File: config.mk
export PLATFORM = sky130hd
export DESIGN_NAME = icache_controller
export DESIGN_NICKNAME = d
export VERILOG_FILES = /design/src/rtl/icache_controller.sv
export SDC_FILE = /design/constraint.sdc
export NUM_CORES = 1
export LEC_CHECK = 0
export BUFFER_PORTS_ARGS = -buffer_cell sky130_fd_sc_hd__buf_2
export CAP_MARGIN = 20
export CORE_MARGIN = 1
export CORE_UTILIZATION = 34
export CTS_BUF_LIST = sky130_fd_sc_hd__clkbuf_4 sky130_fd_sc_hd__clkbuf_8
export DETAILED_ROUTE_END_ITERATION = 8
export PLACE_DENSITY = 0.82
export SLEW_MARGIN = 25
export SYNTH_ARGS = -nofsm -noshare
export SYNTH_HDL_FRONTEND = slang
export SYNTH_SLANG_ARGS = --single-unit
File: constraint.sdc
create_clock -name i_clock -period 1.8 [get_ports i_clock]
set_clock_uncertainty 0.1 [all_clocks]
set_input_delay 0.09 -clock i_clock [delete_from_list [all_inputs] [get_ports i_clock]]
set_output_delay 0.09 -clock i_clock [all_outputs]
set_load 0.03 [all_outputs]
File: src/rtl/icache_controller.sv
`default_nettype none
// ============================================================================
//  Module   : icache_controller
//  Purpose  : Read-only controller for one cache set: hit/miss, line fill
//             from the memory bus and invalidate-all sweep.
//  Revision : 1.0 - initial release
// ============================================================================
module icache_controller #(
    parameter int ADDR_WIDTH  = 32,
    parameter int DATA_WIDTH  = 32,
    parameter int TAG_WIDTH   = 3,
    parameter int INDEX_WIDTH = 5
) (
    input  logic                   i_clock,
    input  logic                   i_reset,
    input  logic [ADDR_WIDTH-1:0]  i_addr,
    input  logic                   i_rd,
    input  logic                   i_flush,
    output logic [DATA_WIDTH-1:0]  o_data,
    output logic                   o_ready,
    output logic                   o_busy,
    output logic [ADDR_WIDTH-1:0]  o_mem_addr,
    output logic                   o_mem_rd,
    input  logic [DATA_WIDTH-1:0]  i_mem_data,
    input  logic                   i_mem_ack,
    output logic [INDEX_WIDTH-1:0] o_set_index,
    output logic [TAG_WIDTH-1:0]   o_set_tag,
    output logic                   o_set_wr,
    output logic                   o_set_cl,
    output logic [DATA_WIDTH-1:0]  o_set_data,
    input  logic [DATA_WIDTH-1:0]  i_set_data,
    input  logic                   i_set_hit
);

    localparam int c_idx_lsb = 2;
    localparam int c_idx_msb = INDEX_WIDTH + 1;
    localparam int c_tag_lsb = INDEX_WIDTH + 2;
    localparam int c_tag_msb = INDEX_WIDTH + TAG_WIDTH + 1;

    typedef enum logic [1:0] {
        ST_INIT  = 2'd0,
        ST_IDLE  = 2'd1,
        ST_FILL  = 2'd2,
        ST_WRITE = 2'd3
    } state_t;

    state_t                 r_state;
    logic [INDEX_WIDTH-1:0] r_sweep;
    logic                   r_flush_pend;
    logic [ADDR_WIDTH-1:0]  r_addr;
    logic [DATA_WIDTH-1:0]  r_data;

    // Byte-lane bits never select anything in a word cache.
    logic w_unused_addr_bits;
    assign w_unused_addr_bits = &{1'b0, i_addr[1:0]};

    always_ff @(posedge i_clock) begin
        if (i_reset) begin
            r_state      <= ST_INIT;
            r_sweep      <= '0;
            r_flush_pend <= 1'b0;
            r_addr       <= '0;
            r_data       <= '0;
        end else begin
            case (r_state)
                ST_INIT: begin
                    r_flush_pend <= 1'b0;
                    if (r_sweep == {INDEX_WIDTH{1'b1}}) begin
                        r_state <= ST_IDLE;
                        r_sweep <= '0;
                    end else begin
                        r_sweep <= r_sweep + 1'b1;
                    end
                end
                ST_IDLE: begin
                    if (i_flush) begin
                        r_state      <= ST_INIT;
                        r_sweep      <= '0;
                        r_flush_pend <= 1'b0;
                    end else if (i_rd && !i_set_hit) begin
                        r_addr  <= {i_addr[ADDR_WIDTH-1:2], 2'b00};
                        r_state <= ST_FILL;
                    end
                end
                ST_FILL: begin
                    if (i_flush) begin
                        r_flush_pend <= 1'b1;
                    end
                    if (i_mem_ack) begin
                        r_data  <= i_mem_data;
                        r_state <= ST_WRITE;
                    end
                end
                ST_WRITE: begin
                    // A flush that arrived during the fill is honoured only once the line is written.
                    if (r_flush_pend || i_flush) begin
                        r_state      <= ST_INIT;
                        r_sweep      <= '0;
                        r_flush_pend <= 1'b0;
                    end else begin
                        r_state <= ST_IDLE;
                    end
                end
                default: r_state <= ST_INIT;
            endcase
        end
    end

    always_comb begin
        o_ready     = 1'b0;
        o_mem_rd    = 1'b0;
        o_set_wr    = 1'b0;
        o_set_cl    = 1'b0;
        o_set_index = r_addr[c_idx_msb:c_idx_lsb];
        o_set_tag   = r_addr[c_tag_msb:c_tag_lsb];
        case (r_state)
            ST_INIT: begin
                o_set_cl    = ~i_reset;
                o_set_index = r_sweep;
                o_set_tag   = '0;
            end
            ST_IDLE: begin
                o_set_index = i_addr[c_idx_msb:c_idx_lsb];
                o_set_tag   = i_addr[c_tag_msb:c_tag_lsb];
                o_ready     = ~i_reset & i_rd & i_set_hit & ~i_flush;
            end
            ST_FILL:  o_mem_rd = ~i_reset;
            ST_WRITE: o_set_wr = ~i_reset;
            default: ;
        endcase
    end

    assign o_busy     = i_reset | (r_state != ST_IDLE);
    assign o_data     = i_set_data;
    assign o_set_data = r_data;
    assign o_mem_addr = r_addr;

endmodule
`default_nettype wire

==> results of run 1 <==
-- layout make-up --
| cell class | instances | area (um^2) | share of cell area (%) |
|---|---|---|---|
| Sequential cell | 70 | 1410 | 30.9 |
| Timing Repair Buffer | 221 | 1480 | 32.5 |
| Tap cell | 108 | 135 | 2.97 |
| Inverter | 1 | 7.51 | 0.165 |
| Multi-Input combinational cell | 252 | 1330 | 29.1 |
| Clock inverter | 5 | 60.1 | 1.32 |
| Clock buffer | 10 | 138 | 3.03 |
-- sequential cells by signal (all words and copies together), names as in the netlist, named ones only --
signal / count
o_set_data: 32
o_mem_addr: 30
r_flush_pend: 1
r_state: 1
r_sweep: 5
-- routing by layer --
layer / track usage [%] / wire [um] / part of all wire (%) / up-vias
li1: - / - / - / 1627
met1: 20.2 / 3730 / 39 / 1576
met2: 35.5 / 4980 / 52 / 150
met3: 5.58 / 616 / 6.5 / 27
met4: 7.46 / 209 / 2.2 / 0
met5: 0 / 0 / 0 / -
-- repair_timing --
action / CTS / global route
endpoints found under the hold margin: 62 / 0
gates cloned: 0 / 0
setup buffers: 0 / 2
hold buffers: 62 / 0
setup endpoints to repair: 7 / 8
gates resized for setup: 6 / 8
pin swaps: 0 / 2
-- power groups by stage --
stage,registers (mW),logic [mW],clock network (mW)
after floorplan,1.60,0.219,0
after global routing,1.56,0.329,1.37
final,1.56,0.310,1.25
after global placement,1.60,0.190,0
after detailed placement,1.60,0.195,0
after CTS,1.56,0.300,1.30
-- stage by stage --
| step | TNS (ns) | worst slack [ns] | instances | util, % | hold slack [ns] |
|---|---|---|---|---|---|
| after floorplan | 0 | 0.0962 | 389 | - | 0.126 |
| after global placement | 0 | 0.109 | 588 | 41.7 | 0.0802 |
| after detailed placement | 0 | 0.0112 | 588 | 41.7 | 0.0802 |
| after CTS | 0 | 0.0178 | 665 | 51.2 | 0.00968 |
| after global routing | -0.0451 | -0.0305 | 667 | 51.7 | 0.0283 |
| final | 0 | 0.0573 | 667 | 51.7 | 0.0235 |
-- worst register-to-register path: cells and delay by family (launching register included) --
family	cells	cell delay, ns
fa+ha+maj	2	0.42
flops	1	0.35
compound gates	2	0.38
simple gates	2	0.38
-- synth_stat cells (all sizes together) --
library cell	n
buf	50
o31ai	1
nand3	31
a211oi	3
nor3	1
mux2i	5
nand3b	1
a21oi	68
or2	1
nand4b	1
conb	1
and3	1
a22o	3
a311oi	1
ha	2
nor2b	2
a41oi	1
o21ai	37
a311o	1
clkbuf	16
o211ai	3
nand2	72
nor3b	1
and3b	1
dfxtp	70
o21bai	1
nor4b	1
or3b	1
and4b	1
or3	1
nor2	5
nand2b	3
inv	1
-- cells by family (layout without fill, tap and decap cells) --
| group | count (synthesis) | in the layout | synth area share (%) |
|---|---|---|---|
| AOI/OAI and AO/OA | 119 | 119 | 20.7 |
| adders and majority gates | 2 | 2 | 0.801 |
| buffers and inverters | 67 | 237 | 13.7 |
| DFF | 70 | 70 | 44.9 |
| muxes | 5 | 5 | 1.60 |
| other | 1 | 2 | 0.120 |
| and+or+nand+nor | 124 | 124 | 18.1 |
-- worst max-delay path by stage --
stage                         endpoint  cells after the start                     from  slack, ns
2_1_floorplan  r_sweep[3]$_SDFFE_PP0P_                      6  r_sweep[0]$_SDFFE_PP0P_        0.1
3_3_place_gp   r_sweep[3]$_SDFFE_PP0P_                      6  r_sweep[1]$_SDFFE_PP0P_       0.11
3_5_place_dp   r_sweep[3]$_SDFFE_PP0P_                      6  r_sweep[1]$_SDFFE_PP0P_       0.01
4_1_cts                       o_set_cl                      4                flip-flop       0.02
5_1_grt        r_sweep[3]$_SDFFE_PP0P_                      6  r_sweep[1]$_SDFFE_PP0P_      -0.03
6_report                        o_busy                      4  r_state[0]$_SDFFE_PP0P_       0.06
==> metrics.cfg, run 1 <==
[floorplanning]
rows=34
fp.dieW_um=97.9
core_region_area_mm2=0.00881
start_util_pct=35.5
die_h_um=97.9
io_pins=211
dieArea_mm2=0.00958

[pwr]
pwr-share-comb_pct=9.9
p_leak_nw=1.93
pwr-share-seq_pct=49.9
p_int_mw=2.39
clock_power_share_pct=40.2
power.density_mw_per_mm2=686
p_sw_share_pct=23.4
finalPower_mw=3.12
ir_drop_uv=433
power.switching_mw=0.731

[sta]
maxSlewHeadroom_pct=64.0
fmax_ghz=0.574
post-route-min-period_ns=1.74
report.final.slew_viol_count=0
rsz0062_at_grt=true
finalHoldViolCount=0
finalCritPeriodShare_pct=96.8
max_slew.worst_pin.slew_ns=0.540
setup_viol=0

[yosys]
synth_top_area_share_pct=44.9
ys.warnings.count=0
synth_area_mm2=0.00312
synth_top_area_cell=dfxtp_1
ys_top_cells_by_area=dfxtp_1 45%, a21oi_1 11%, buf_4 9.4%, nand2_1 8.7%, nand3_1 5.0%
postSynthCellCount=388
syn_area_per_cell_um2=8.05
synth_cell_types=39
ys_ff_latch=70
yosysSeqAreaShare_pct=44.9

[clock_tree]
cts_buffer_depth=2
path_clk_slew_ns=0.07
clock-sinks=70
h-tree-depth=3
root_buffer=clkbuf_8
numCtsBuffers=9
clk_latency_ns=0.33
cts_tree=built

[worst_hold_path]
min_path_cells=3
worstHoldPathType=in -> reg
hold_end=r_flush_pend$_SDFFE_PP0P_
worstHoldStart=i_flush

[route]
wirelength_um=9530
drtIter0Drc=149
ant_nets=0
via_count=3380
wl_per_cell_um=14.3
firstDrtPassIters=7
route.detailed.drc=30
vias_per_cell=5.07

[global_route]
grt_first_pass_wirelength_um=14800
grt_util_all_layers_pct=19.1
grt_overflow=0
grt_antenna_before_repair=0
grt_pass1_vias=3338
grt_max_degree=34

[setup_path]
cp_slowest_cell=dfxtp_4
crit_fanout=13
r2r_cells=6
rrSetupSlack_ns=0.09
start_kind=flip-flop
r2r_end=r_sweep[3]$_SDFFE_PP0P_
endpoint_kind=output port
worstPathRequired_ns=1.61
cp.arrival_ns=1.55
worst_path_largest_cell_delay_ns=0.39
worst-setup-path-type=reg -> out
path_delay_family=buffers and inverters
crit_chain=buf_12 -> clkinvlp_4 -> or3_1 -> buf_2
reg2reg_from=r_sweep[1]$_SDFFE_PP0P_
path_buf_inv=3

[layout]
drive_above_1_share_pct=33.5
stdcell_area_mm2=0.00455
mostFrequentLayoutCell=buf_2
layout.nets=659
fill_cells=758
area_growth_pct=45.6
antenna_cells=0
final_cell_mix=141 x buf_2, 72 x nand2_1, 68 x dfxtp_1

[placement]
gp_congestion=0.733
portBuffers=142
detailed_place_hpwl_um=5780
place_area_mm2=0.00367

[run_status]
violations=design-rule violations
outcome=complete, but fails checks

[job]
drv_cap=0

(Power assumes the default switching activity.)
==> run 2, diff against run 1 <==
--- a/config.mk
+++ b/config.mk
@@ -12,6 +12,7 @@
 export CTS_BUF_LIST = sky130_fd_sc_hd__clkbuf_4 sky130_fd_sc_hd__clkbuf_8
 export DETAILED_ROUTE_END_ITERATION = 8
 export PLACE_DENSITY = 0.82
+export REMOVE_ABC_BUFFERS = 1
 export SLEW_MARGIN = 25
 export SYNTH_ARGS = -nofsm -noshare
 export SYNTH_HDL_FRONTEND = slang
==> run 2 against run 1 <==
Via count rose by 0.24%. Clock power increased by 13%. Largest power group unchanged. Combinational power rose by 2%. Critical endpoint is now r_sweep[2]$_SDFFE_PP0P_. First-iteration DRC count rose by 44%. Design area grew 1.1%. Global-route usage grew 2.2 points. The flow still finishes with violations (design-rule violations).
==> metrics.cfg, run 2 (synthesis results as in run 1) <==
[layout]
area_growth_pct=47.3  ; was 45.6%
fill_cells=804  ; was 758
layout.nets=658  ; was 659
largest_reg_flops=32  ; unchanged
antenna_cells=0  ; unchanged
final_cell_mix=140 x buf_2, 72 x nand2_1, 68 x dfxtp_1  ; was 141 x buf_2, 72 x nand2_1, 68 x dfxtp_1
mostFrequentLayoutCell=buf_2  ; unchanged
drive_above_1_share_pct=33.1  ; was 33.5%

[worst_hold_path]
min_path_cells=3  ; unchanged
worstHoldPathType=in -> reg  ; unchanged

[clock_tree]
cts_tree=built  ; unchanged
numCtsBuffers=9  ; unchanged
clk_latency_ns=0.34  ; was 0.33 ns
path_clk_slew_ns=0.07  ; about the same
root_buffer=clkbuf_8  ; unchanged
h-tree-depth=3  ; unchanged
clock-sinks=70  ; unchanged
post_cts_buffers=0  ; unchanged
cts_buffer_depth=2  ; unchanged

[sta]
fmax_ghz=0.571  ; was 0.574 GHz
report.final.slew_viol_count=0  ; unchanged
setup_ws_ns=0.0484  ; was 0.0573 ns
post-route-min-period_ns=1.75  ; was 1.74 ns
finalCritPeriodShare_pct=97.3  ; was 96.8%
finalHoldViolCount=0  ; unchanged
setup_viol=0  ; unchanged

[route]
wl_met3_um=1210  ; was 616 um
route.detailed.drc=28  ; was 30
wl_met2_um=4810  ; was 4980 um
via_count=3388  ; was 3380
wl_per_cell_um=15.7  ; was 14.3 um
ant_nets=0  ; unchanged
wl_met1_um=4260  ; was 3730 um
vias_per_cell=5.08  ; was 5.07
drtIter0Drc=214  ; was 149
top_layer_used=met4  ; unchanged
firstDrtPassIters=8  ; was 7
wirelength_um=10400  ; was 9530 um

[placement]
detailed_place_hpwl_um=6480  ; was 5780 um
portBuffers=142  ; unchanged
gp_congestion=0.734  ; was 0.733
place_ws_ns=0.0923  ; was 0.0112 ns

[global_route]
grt_antenna_before_repair=0  ; unchanged
grt_first_pass_wirelength_um=16200  ; was 14800 um
grt_util_all_layers_pct=21.4  ; was 19.1%
grt_pass1_vias=3318  ; was 3338
grt_max_degree=33  ; was 34
grt_overflow=0  ; unchanged

[pwr]
pwr-share-comb_pct=9.6  ; was 9.9%
p_int_mw=2.57  ; was 2.39 mW
power.switching_mw=0.712  ; was 0.731 mW
p_sw_share_pct=21.7  ; was 23.4%
clock_power_share_pct=43.0  ; was 40.2%
power.density_mw_per_mm2=714  ; was 686 mW/mm^2
ir_drop_uv=389  ; was 433 uV
finalPower_mw=3.28  ; was 3.12 mW
p_leak_nw=1.96  ; was 1.93 nW
pwr-share-seq_pct=47.5  ; was 49.9%

[setup_path]
endpoint_kind=flip-flop  ; was output port
worst-setup-path-type=reg -> reg  ; was reg -> out
worst_path_largest_cell_delay_ns=0.32  ; was 0.39 ns
start_kind=flip-flop  ; unchanged
path_buf_inv=0  ; was 3
path_delay_family=simple AND/OR/NAND/NOR gates  ; was buffers and inverters
crit_cells=6  ; was 4
crit_chain=ha_2 -> and3_4 -> ha_4 -> nor4b_4 -> a21oi_1 -> o31ai_1  ; was buf_12 -> clkinvlp_4 -> or3_1 -> buf_2
cp_slowest_cell=dfxtp_1  ; was dfxtp_4
worstPathRequired_ns=1.93  ; was 1.61 ns
r2r_cells=6  ; unchanged
rrSetupSlack_ns=0.05  ; was 0.09 ns
crit_fanout=5  ; was 13
cp.arrival_ns=1.88  ; was 1.55 ns

[floorplanning]
fp.dieW_um=97.9  ; unchanged
die_h_um=97.9  ; unchanged
io_pins=211  ; unchanged
start_util_pct=35.5  ; unchanged
core_region_area_mm2=0.00881  ; unchanged
dieArea_mm2=0.00958  ; unchanged
rows=34  ; unchanged

[run_status]
violations=design-rule violations  ; unchanged
outcome=complete, but fails checks  ; unchanged

[job]
drv_cap=0  ; unchanged

run 2: cell count changes in the layout (fill, tap and decap cells not counted), sizes merged:
| cell | before | now |
|---|---|---|
| clkinvlp | 5 | 0 |
| buf | 159 | 157 |
| clkbuf | 10 | 12 |
| clkinv | 0 | 2 |
| bufinv | 1 | 2 |
| dlygate4sd3 | 62 | 63 |
| inv | 0 | 1 |
run 2: worst register-to-register path, stage by stage (launching register included):
cell     delay [ns]
dfxtp_1        0.32
ha_2           0.20
and3_4         0.19
ha_4           0.17
nor4b_4        0.27
a21oi_1        0.08
o31ai_1        0.31
run 2: power by group through the flow:
stage / Clock, mW / Combinational (mW) / Sequential [mW]
2_1_floorplan: 0 / 0.0570 / 1.60
3_3_place_gp: 0 / 0.194 / 1.59
3_5_place_dp: 0 / 0.198 / 1.59
4_1_cts: 1.47 / 0.303 / 1.56
5_1_grt: 1.53 / 0.336 / 1.56
6_report: 1.41 / 0.315 / 1.56
run 2: path summary, 6_finish.rpt:
path                                from                           to
max              r_sweep[0]$_SDFFE_PP0P_      r_sweep[2]$_SDFFE_PP0P_
min                            i_mem_ack      r_state[0]$_SDFFE_PP0P_
max reg2reg      r_sweep[0]$_SDFFE_PP0P_      r_sweep[2]$_SDFFE_PP0P_
min reg2reg  o_set_data[23]$_SDFFE_PP0P_  o_set_data[23]$_SDFFE_PP0P_
run 2: timing repair:
| action | CTS | global route |
|---|---|---|
| pin swaps | 0 | 4 |
| gates resized for setup | 2 | 12 |
| hold endpoints to repair | 63 | 0 |
| hold buffers | 63 | 0 |
| setup endpoints to repair | 4 | 11 |
run 2: stage by stage:
step                instance area, um^2  hold WS (ns)  std cells  TNS, ns  util, %
floorplan                          2700        0.0546        323   -14.91        -
global placement                   3690        0.0802        588        0     42.0
detailed placement                 3690        0.0802        588        0     42.0
CTS                                4550        0.0549        667        0     51.7
global route                       4600        0.0802        667  -0.0163     52.2
finish                             4600        0.0640        667        0     52.2
run 2: layer usage:
| layer | vias up | global-route usage, % |
|---|---|---|
| li1 | 1622 | - |
| met4 | 0 | 6.76 |
| met5 | - | 2.05 |
| met2 | 211 | 33.7 |
| met1 | 1542 | 25.2 |
| met3 | 13 | 10.5 |
run 2: cell type report:
class	count	area, um^2	area share [%]
timing repair buffer	220	1490	32.4
clock buffer	12	153	3.32
multi-input combinational	252	1340	29.2
clock inverter	4	70.1	1.52
inverter	1	3.75	0.0816
sequential	70	1410	30.6
tap	108	135	2.94
